**src/rtl/arb_mux_pkg.sv**
```systemverilog
// arb_mux_pkg: shared definitions for the arbitrating multiplexer.
// Channel IDs name the requesters wired to the shared memory/bus port.
package arb_mux_pkg;

    typedef enum logic [1:0] {
        CH_IFETCH = 2'd0,
        CH_DMEM   = 2'd1,
        CH_DEBUG  = 2'd2
    } chan_id_e;

endpackage

```
**src/rtl/arb_mux_if.sv**
```systemverilog
// arb_mux_if: per-channel request handshakes plus the single output handshake.
// The slave modport is the arbiter's view; master is the requester/consumer side.
interface arb_mux_if #(
    parameter int WIDTH    = 32,
    parameter int CHANNELS = 4
);
    localparam int CW = $clog2(CHANNELS);

    logic [CHANNELS-1:0]       in_valid;
    logic [CHANNELS*WIDTH-1:0] in_data;
    logic [CHANNELS-1:0]       in_ready;
    logic                      out_valid;
    logic [WIDTH-1:0]          out_data;
    logic [CW-1:0]             out_chan;
    logic                      out_ready;

    modport slave (
        input  in_valid, in_data, out_ready,
        output in_ready, out_valid, out_data, out_chan
    );

    modport master (
        output in_valid, in_data, out_ready,
        input  in_ready, out_valid, out_data, out_chan
    );

endinterface

```
**src/rtl/arb_mux_rr_pick.sv**
```systemverilog
// rr_pick: combinational rotating priority picker.
// Rotates the request vector right by base so the preferred channel lands at
// bit 0, isolates the lowest set bit, then rotates the result back.
module rr_pick
    import arb_mux_pkg::*;
#(
    parameter int N  = 4,
    parameter int CW = $clog2(N)
) (
    input  logic [N-1:0]  req,
    input  logic [CW-1:0] base,
    output logic [N-1:0]  grant
);

    logic [N-1:0] rot;
    logic [N-1:0] rot_gnt;

    // Rotate, pick lowest set bit (x & -x), rotate back.
    always_comb begin
        rot     = N'({req, req} >> base);
        rot_gnt = rot & (~rot + N'(1));
        grant   = N'(({rot_gnt, rot_gnt} << base) >> N);
    end

endmodule

```
**src/rtl/arb_mux.sv**
```systemverilog
// arb_mux: N-channel arbitrating mux with a one-beat registered output stage.
// Define ARB_MUX_RR_EN for round-robin arbitration; otherwise the lowest-index
// valid channel always wins and no rotating pointer is built.
module arb_mux
    import arb_mux_pkg::*;
#(
    parameter int WIDTH    = 32,
    parameter int CHANNELS = 4
) (
    input logic     clk,
    input logic     rst,
    arb_mux_if.slave bus
);

    localparam int CW = $clog2(CHANNELS);

    logic                load;
    logic                xfer;
    logic [CW-1:0]       base;
    logic [CHANNELS-1:0] grant;
    logic [CW-1:0]       grant_idx;
    logic [WIDTH-1:0]    sel_data;

    assign load = !bus.out_valid || bus.out_ready;

`ifdef ARB_MUX_RR_EN
    logic [CW-1:0] ptr;

    // Move the highest-priority slot to the channel after the one just served.
    always_ff @(posedge clk) begin
        if (rst) begin
            ptr <= '0;
        end else if (xfer) begin
            ptr <= (grant_idx == CW'(CHANNELS - 1)) ? '0 : grant_idx + CW'(1);
        end
    end

    assign base = ptr;
`else
    assign base = '0;
`endif

    rr_pick #(
        .N  (CHANNELS),
        .CW (CW)
    ) u_pick (
        .req   (bus.in_valid),
        .base  (base),
        .grant (grant)
    );

    // Grant is a subset of in_valid, so any ready bit means a transfer.
    assign bus.in_ready = (load && !rst) ? grant : '0;
    assign xfer         = |bus.in_ready;

    // Encode the one-hot grant and select the winning payload.
    always_comb begin
        grant_idx = '0;
        sel_data  = '0;
        for (int i = 0; i < CHANNELS; i++) begin
            if (grant[i]) begin
                grant_idx = CW'(i);
                sel_data  = bus.in_data[i*WIDTH +: WIDTH];
            end
        end
    end

    // Output register: refill on transfer, otherwise empty when drained.
    always_ff @(posedge clk) begin
        if (rst) begin
            bus.out_valid <= 1'b0;
            bus.out_data  <= '0;
            bus.out_chan  <= '0;
        end else if (xfer) begin
            bus.out_valid <= 1'b1;
            bus.out_data  <= sel_data;
            bus.out_chan  <= grant_idx;
        end else if (bus.out_ready) begin
            bus.out_valid <= 1'b0;
        end
    end

endmodule
```
**src/flat_wrapper.sv**
```systemverilog
// flat-port wrapper written by rule: the top's interface ports become plain ports
module arb_mux_flat import arb_mux_pkg::*;
#(
    parameter int WIDTH    = 32,
    parameter int CHANNELS = 4
)
  (clk, rst, bus_in_valid, bus_in_data, bus_out_ready, bus_in_ready, bus_out_valid, bus_out_data, bus_out_chan);
  arb_mux_if #(.WIDTH(WIDTH), .CHANNELS(CHANNELS)) bus_i ();
  input logic clk;
  input logic rst;
  input wire logic [$bits(bus_i.in_valid)-1:0] bus_in_valid;
  input wire logic [$bits(bus_i.in_data)-1:0] bus_in_data;
  input wire logic [$bits(bus_i.out_ready)-1:0] bus_out_ready;
  output wire logic [$bits(bus_i.in_ready)-1:0] bus_in_ready;
  output wire logic [$bits(bus_i.out_valid)-1:0] bus_out_valid;
  output wire logic [$bits(bus_i.out_data)-1:0] bus_out_data;
  output wire logic [$bits(bus_i.out_chan)-1:0] bus_out_chan;
  assign bus_i.in_valid = bus_in_valid;
  assign bus_i.in_data = bus_in_data;
  assign bus_i.out_ready = bus_out_ready;
  assign bus_in_ready = bus_i.in_ready;
  assign bus_out_valid = bus_i.out_valid;
  assign bus_out_data = bus_i.out_data;
  assign bus_out_chan = bus_i.out_chan;
  arb_mux #(.WIDTH(WIDTH), .CHANNELS(CHANNELS)) u_core (.clk(clk), .rst(rst), .bus(bus_i));
endmodule
```
**config.mk**
```make
export PLATFORM = sky130hd
export DESIGN_NAME = arb_mux_flat
export DESIGN_NICKNAME = d
export VERILOG_FILES = /design/src/rtl/arb_mux_pkg.sv /design/src/rtl/arb_mux_if.sv /design/src/rtl/arb_mux_rr_pick.sv /design/src/rtl/arb_mux.sv /design/src/flat_wrapper.sv
export SDC_FILE = /design/constraint.sdc
export NUM_CORES = 1
export LEC_CHECK = 0
export ABC_CLOCK_PERIOD_IN_PS = 1820
export BUFFER_PORTS_ARGS = -buffer_cell sky130_fd_sc_hd__buf_2
export CAP_MARGIN = 20
export CORE_ASPECT_RATIO = 2
export CORE_UTILIZATION = 35
export DETAILED_ROUTE_END_ITERATION = 6
export GPL_TIMING_DRIVEN = 0
export HOLD_SLACK_MARGIN = 0.1
export PLACE_DENSITY = 0.71
export SYNTH_ARGS = -nofsm -noshare
export SYNTH_HDL_FRONTEND = slang
export SYNTH_SLANG_ARGS = --single-unit
```
**constraint.sdc**
```tcl
create_clock -name clk -period 1.82 [get_ports clk]
set_input_delay 0.273 -clock clk [delete_from_list [all_inputs] [get_ports clk]]
set_output_delay 0.273 -clock clk [all_outputs]
set_load 0.02 [all_outputs]
```
### Word level (Yosys, flattened, before mapping)

Cells that the tools add are included.

| storage, ports and cells | value |
|---|---|
| bits in registers | 35 |
| output and inout port bits | 39 |
| logic and storage cells | 22 |

| cells by class | value |
|---|---|
| add/subtract/negate cells | 1 |
| mux-type cells | 10 |
| bitwise logic cells | 2 |
| reductions and logical operators | 6 |

Operators by type and width:

| kind | count |
|---|---|
| $mux 32 | 4 |
| $add 4x1->4 const B | 1 |
| $and 4x4->4 | 1 |
| $mux 2 | 2 |
| $mux 4 | 1 |
| $not 4->4 | 1 |
| $reduce_or 4->1 | 1 |
| $mux 1 | 3 |
| $logic_not 1->1 | 2 |
| $reduce_bool 2->1 | 1 |
| $logic_and 1x1->1 | 1 |
| $logic_or 1x1->1 | 1 |

### Depth between registers and ports, before layout

| logic depth | value |
|---|---|
| depth after elaboration | 7 |
| depth in mapped cells | 7 |

### Hierarchy

Synthesis repeated with hierarchy kept, for this count alone.

| unflattened totals | value |
|---|---|
| cell total of the unflattened synthesis | 261 |
| area total of the unflattened synthesis | 2,418.6 µm² |

By module, submodules not included:

| module | cells each | area an instance (µm²) | seq. area each (µm²) | instances |
|---|---|---|---|---|
| arb_mux | 245 | 2,319.7 | 700.7 | 1 |
| rr_pick | 16 | 98.8 | 0.0 | 1 |

### Least setup slack after synthesis

OpenSTA, ideal clock, no wires.

| path | value |
|---|---|
| kind | register -> output |
| start point | register u_core.bus.out_valid |
| end point | output bus_in_ready[2] |
| data arrival time | 1,438 ps |
| buffers on the path | 3 |
| slack | 109 ps |
| cell stages (with the launch flop) | 7 |
| path through | dfxtp_1 nor2b_1 buf_2 nor2_1 buf_4 buf_2 and3_2 |

| on the way | value |
|---|---|
| word-level cells in the longest chain between the ends | 4 |

Ends and longest elaborated chain:

| what | line | RTL |
|---|---|---|
| from (decl) | arb_mux_if.sv:19 | `output in_ready, out_valid, out_data, out_chan` |
| from (signal assigned) | arb_mux.sv:71 | `bus.out_valid <= 1'b0;` |
| from (signal assigned) | arb_mux.sv:75 | `bus.out_valid <= 1'b1;` |
| from (signal assigned) | arb_mux.sv:79 | `bus.out_valid <= 1'b0;` |
| $logic_not 1->1 | arb_mux.sv:24 | `assign load = !bus.out_valid \|\| bus.out_ready;` |
| $logic_or 1x1->1 | arb_mux.sv:24 |  |
| $logic_and 1x1->1 | arb_mux.sv:53 | `assign bus.in_ready = (load && !rst) ? grant : '0;` |
| $mux 4 | arb_mux.sv:53 |  |
| to (decl) | flat_wrapper.sv:14 | `output wire logic [$bits(bus_i.in_ready)-1:0] bus_in_ready;` |

No other way between the ends.

### Worst setup path in the final report

Ends and elaborated chain as after synthesis.

==> flow_results.org <==
** Power
- Of the total power, registers draw 0.332.
- IR analysis of the VDD net gives a maximum drop of 0.000426 V.
- Pwr/cell area :: 764 nW/um^2
- Proportion of power drawn by the clock network :: 0.376
- The internal power of the cells totals 0.00190 W.
- Of the total power, the share spent switching nets is 0.289.
- Part of the power in combinational logic :: 0.292
- Overall power consumption after layout is estimated at 0.00267 W.
- For this design the static power due to leakage is 1.63 nW.
- Net switching power :: 0.000771 W

** Yosys
- Ranked by instance count, the synthesized netlist is headed by 35 x sky130_fd_sc_hd__dfxtp_1, 22 x sky130_fd_sc_hd__nor2_1, 19 x sky130_fd_sc_hd__nand2b_1.
- Among all flip-flop cells after synthesis, the most frequent one is sky130_fd_sc_hd__dfxtp_1.
- Total of flip-flops plus latches after synthesis :: 35
- Post-synthesis cell area :: 2320 sq um
- Number of enable-type register cells in the synthesized netlist :: 0
- Number of synthesis warnings :: 0
- Most common cell in the synthesized netlist :: sky130_fd_sc_hd__dfxtp_1
- When the netlist entered floorplanning its net count stood at 403.
- Of the synthesized area, sequential elements account for 0.303.
- Counting flops with an async set or reset pin after synthesis yields a share of 0.
- Library cell occupying the most area in the post-synthesis netlist :: sky130_fd_sc_hd__dfxtp_1
- Cells after synthesis :: 268
- Share of the synthesized area in the top cell type :: 0.303
- Leading cell types by total area after synthesis :: sky130_fd_sc_hd__dfxtp_1 30%, sky130_fd_sc_hd__a221oi_1 6.1%, sky130_fd_sc_hd__o211ai_1 5.2%
- Count of different cell masters after synthesis :: 31
- Avg Synthesized Cell Area :: 8.64 sq um

** GRT
- The number of antenna violations at the first check in global routing is 0.
- Across every metal layer, demand over resource in global routing totals 0.232.
- The first global-routing pass estimated 12,200 um of wire.
- The number of global-route vias before repair was 2,588.
- Grt total ovfl :: 0
- Entering global routing, the biggest net connects 17 pins.

** Place
- Post-detail-place hpwl :: 6520 um
- During placement, the flow inserted port buffers numbering 171.
- Routability-driven placement finished with a final weighted congestion of 0.862.
- Once placement completed, the tool counted placed cells totaling 525.

** Cells and area
- The net count of the finished layout is 583.
- The number of antenna diodes in the final layout is 0.
- Layout Utilization :: 0.549
- Of the cells placed in the final design, the portion with a size suffix greater than 1 is 0.512.
- The sequential cells in the finished layout cover a total of 701 sq um.
- Summing all multi-input logic gate instances after layout gives 1420 sq um.
- Non-filler instance count after layout :: 535
- The filler cells instantiated in the layout total 699.
- Layout-stage area growth over the synthesis result :: 50.7%

** Floorplan
- Effective utilization at floorplan :: 0.364
- Core Rows :: 41
- Full die area :: 6970 sq um
- Pin placement for this block handled 174 I/O pins.
- After floorplanning, the core was sized to cover 6360 sq um.
- In this run the vertical extent of the chip is 117 um.
- Overall die width :: 59.5 um

** Run status
- Run status :: completed

** Worst setup path
- The signal on the critical path passes through nor2b_1 > clkbuf_4 > nor2_4 > buf_6 > and3_2 > buf_2.
- In this design, the largest share of critical-path delay is due to buffers and inverters.
- The slowest stage of the critical path is the sky130_fd_sc_hd__dfxtp_1 cell.
- Data arrival time of the critical path :: 1.47 ns
- The worst setup path is of the reg2out kind.
- Largest stage delay on the critical path :: 0.30 ns
- STA classifies the critical path startpoint as a register.
- In this run the worst path has a maximum fanout of 6.
- The worst setup path is captured at an output port.
- Counting both buffers and inverters, the worst setup path holds a total of 3.
- For the worst setup path, the data required time is 1.55 ns.

** Detailed routing
- Via count :: 2,804
- DRC :: 0
- In this run the remaining antenna-violating nets after routing total 0.
- Detailed Routing Iterations Pass 1 :: 4
- For this block, the initial DRC count from the detailed router was 161.
- Average detailed-routed wire length per instance :: 15.5 um
- Wires add up to 8290 um.
- Avg Vias per Cell :: 5.24

** Clock network
- After clock tree synthesis, the clock-pin slew on the worst setup and hold paths is 0.06 ns.
- TritonCTS clock tree :: built
- In this run, CTS created clock tree buffers numbering 5.
- Count of clock tree sinks :: 35
- Htree depth :: 2
- The clock passes through at most 2 buffers.
- Worst-skew pair later-pin latency :: 0.28 ns
- Hold buffers post-CTS :: 0
- The tree is rooted in a sky130_fd_sc_hd__clkbuf_16.

** STA
- Final Hold Vio Count :: 0
- Worst slew margin :: 0.619
- After layout, the minimum clock period comes to 1.74 ns.
- Setup violations, final :: 0
- Highest achievable clock rate :: 574 MHz
- At the pin with the least slew margin, the transition time is 0.571 ns.
- Across the routed clock network, the largest skew measured is 0.00524 ns.
- Pins Over Slew Limit :: 0
- Of the available clock period, the critical path in the final layout requires 0.958.
- Setup TNS :: 0 ns

** Flow run
- Across the run, the number of max-cap violations was 0.

** Min path
- The worst hold path belongs to the class in2reg.
-- final cells by class --
type,instances,share of cell area
buffer,29,0.0581
clock buffer,6,0.0398
clock inverter,2,0.0100
inverter,3,0.00323
multi-input combinational,200,0.406
sequential,35,0.201
tap,86,0.0308
timing repair buffer,174,0.252
-- power groups by stage --
stage / sequential [W] / combinational, W / clock (W)
floorplan: 0.00100 / 0.000360 / 0
global route: 0.000892 / 0.000844 / 0.00105
finish: 0.000885 / 0.000779 / 0.00100
CTS: 0.000885 / 0.000782 / 0.00102
global placement: 0.000898 / 0.000760 / 0
detailed placement: 0.000900 / 0.000773 / 0
-- layer usage --
layer / track usage / wire length (um)
met4: 0.0822 / 176
met1: 0.245 / 3050
met5: 0 / 0
met3: 0.0308 / 358
met2: 0.451 / 4710
-- state kept, by name, summed over array words and instances, names as in the netlist --
signal	cells
u_core.bus.out_chan	2
u_core.bus.out_data	32
u_core.bus.out_valid	1
-- cells by family (layout without fill, tap and decap cells) --
group	Yosys count	in the layout	share of synthesized area
and+or+nand+nor	101	101	0.261
DFF	35	35	0.303
buffers and inverters	33	214	0.0897
AOI/OAI and AO/OA	99	99	0.347
-- worst paths after layout --
path / from / endpoint / slack [ns] / cells past startpoint
worst min register to register: u_core.bus.out_data[26] / u_core.bus.out_data[26] / 0.49 / 2
worst min-delay path: bus_in_data[121] / u_core.bus.out_data[25] / 0.27 / 2
worst max-delay path: u_core.bus.out_valid / bus_in_ready[2] / 0.08 / 6
worst max register to register: u_core.bus.out_valid / u_core.bus.out_data[24] / 0.24 / 6
-- through the flow --
| stage | setup WS (ns) | cell area (sq um) | hold slack, ns |
|---|---|---|---|
| after floorplan | 0.109 | 2320 | 0.457 |
| after global placement | -0.0662 | 3280 | 0.474 |
| after detailed placement | -0.0720 | 3280 | 0.481 |
| after CTS | 0.0197 | 3480 | 0.267 |
| after global routing | -0.00140 | 3490 | 0.266 |
| final | 0.0765 | 3490 | 0.270 |
-- layout by cell type, fill, tap and decap left out, types with 2 or more instances in the layout --
master                      instances
sky130_fd_sc_hd__o21a_1            16
sky130_fd_sc_hd__a21oi_1            2
sky130_fd_sc_hd__o22ai_1           16
sky130_fd_sc_hd__a22oi_1           15
sky130_fd_sc_hd__o221a_2            6
sky130_fd_sc_hd__nand2b_1          19
sky130_fd_sc_hd__dfxtp_1           35
sky130_fd_sc_hd__nor3_1             9
sky130_fd_sc_hd__buf_6              6
sky130_fd_sc_hd__buf_2            181
sky130_fd_sc_hd__o221a_1           10
sky130_fd_sc_hd__buf_4              6
sky130_fd_sc_hd__inv_1              2
sky130_fd_sc_hd__o211ai_1          16
sky130_fd_sc_hd__clkbuf_1           6
sky130_fd_sc_hd__a221oi_1          16
sky130_fd_sc_hd__clkbuf_4           2
sky130_fd_sc_hd__nor2b_1           18
sky130_fd_sc_hd__nor3_2            11
sky130_fd_sc_hd__clkbuf_16          5
sky130_fd_sc_hd__nand2_1           16
sky130_fd_sc_hd__nor2_1            21
-- what timing repair did --
action | 4_1_cts | 5_1_grt
endpoints found under the setup margin | 4 | 3
buffers inserted | 2 | 1
pin swaps | 0 | 0
gates resized for setup | 5 | 2
(Power assumes the default switching activity.)
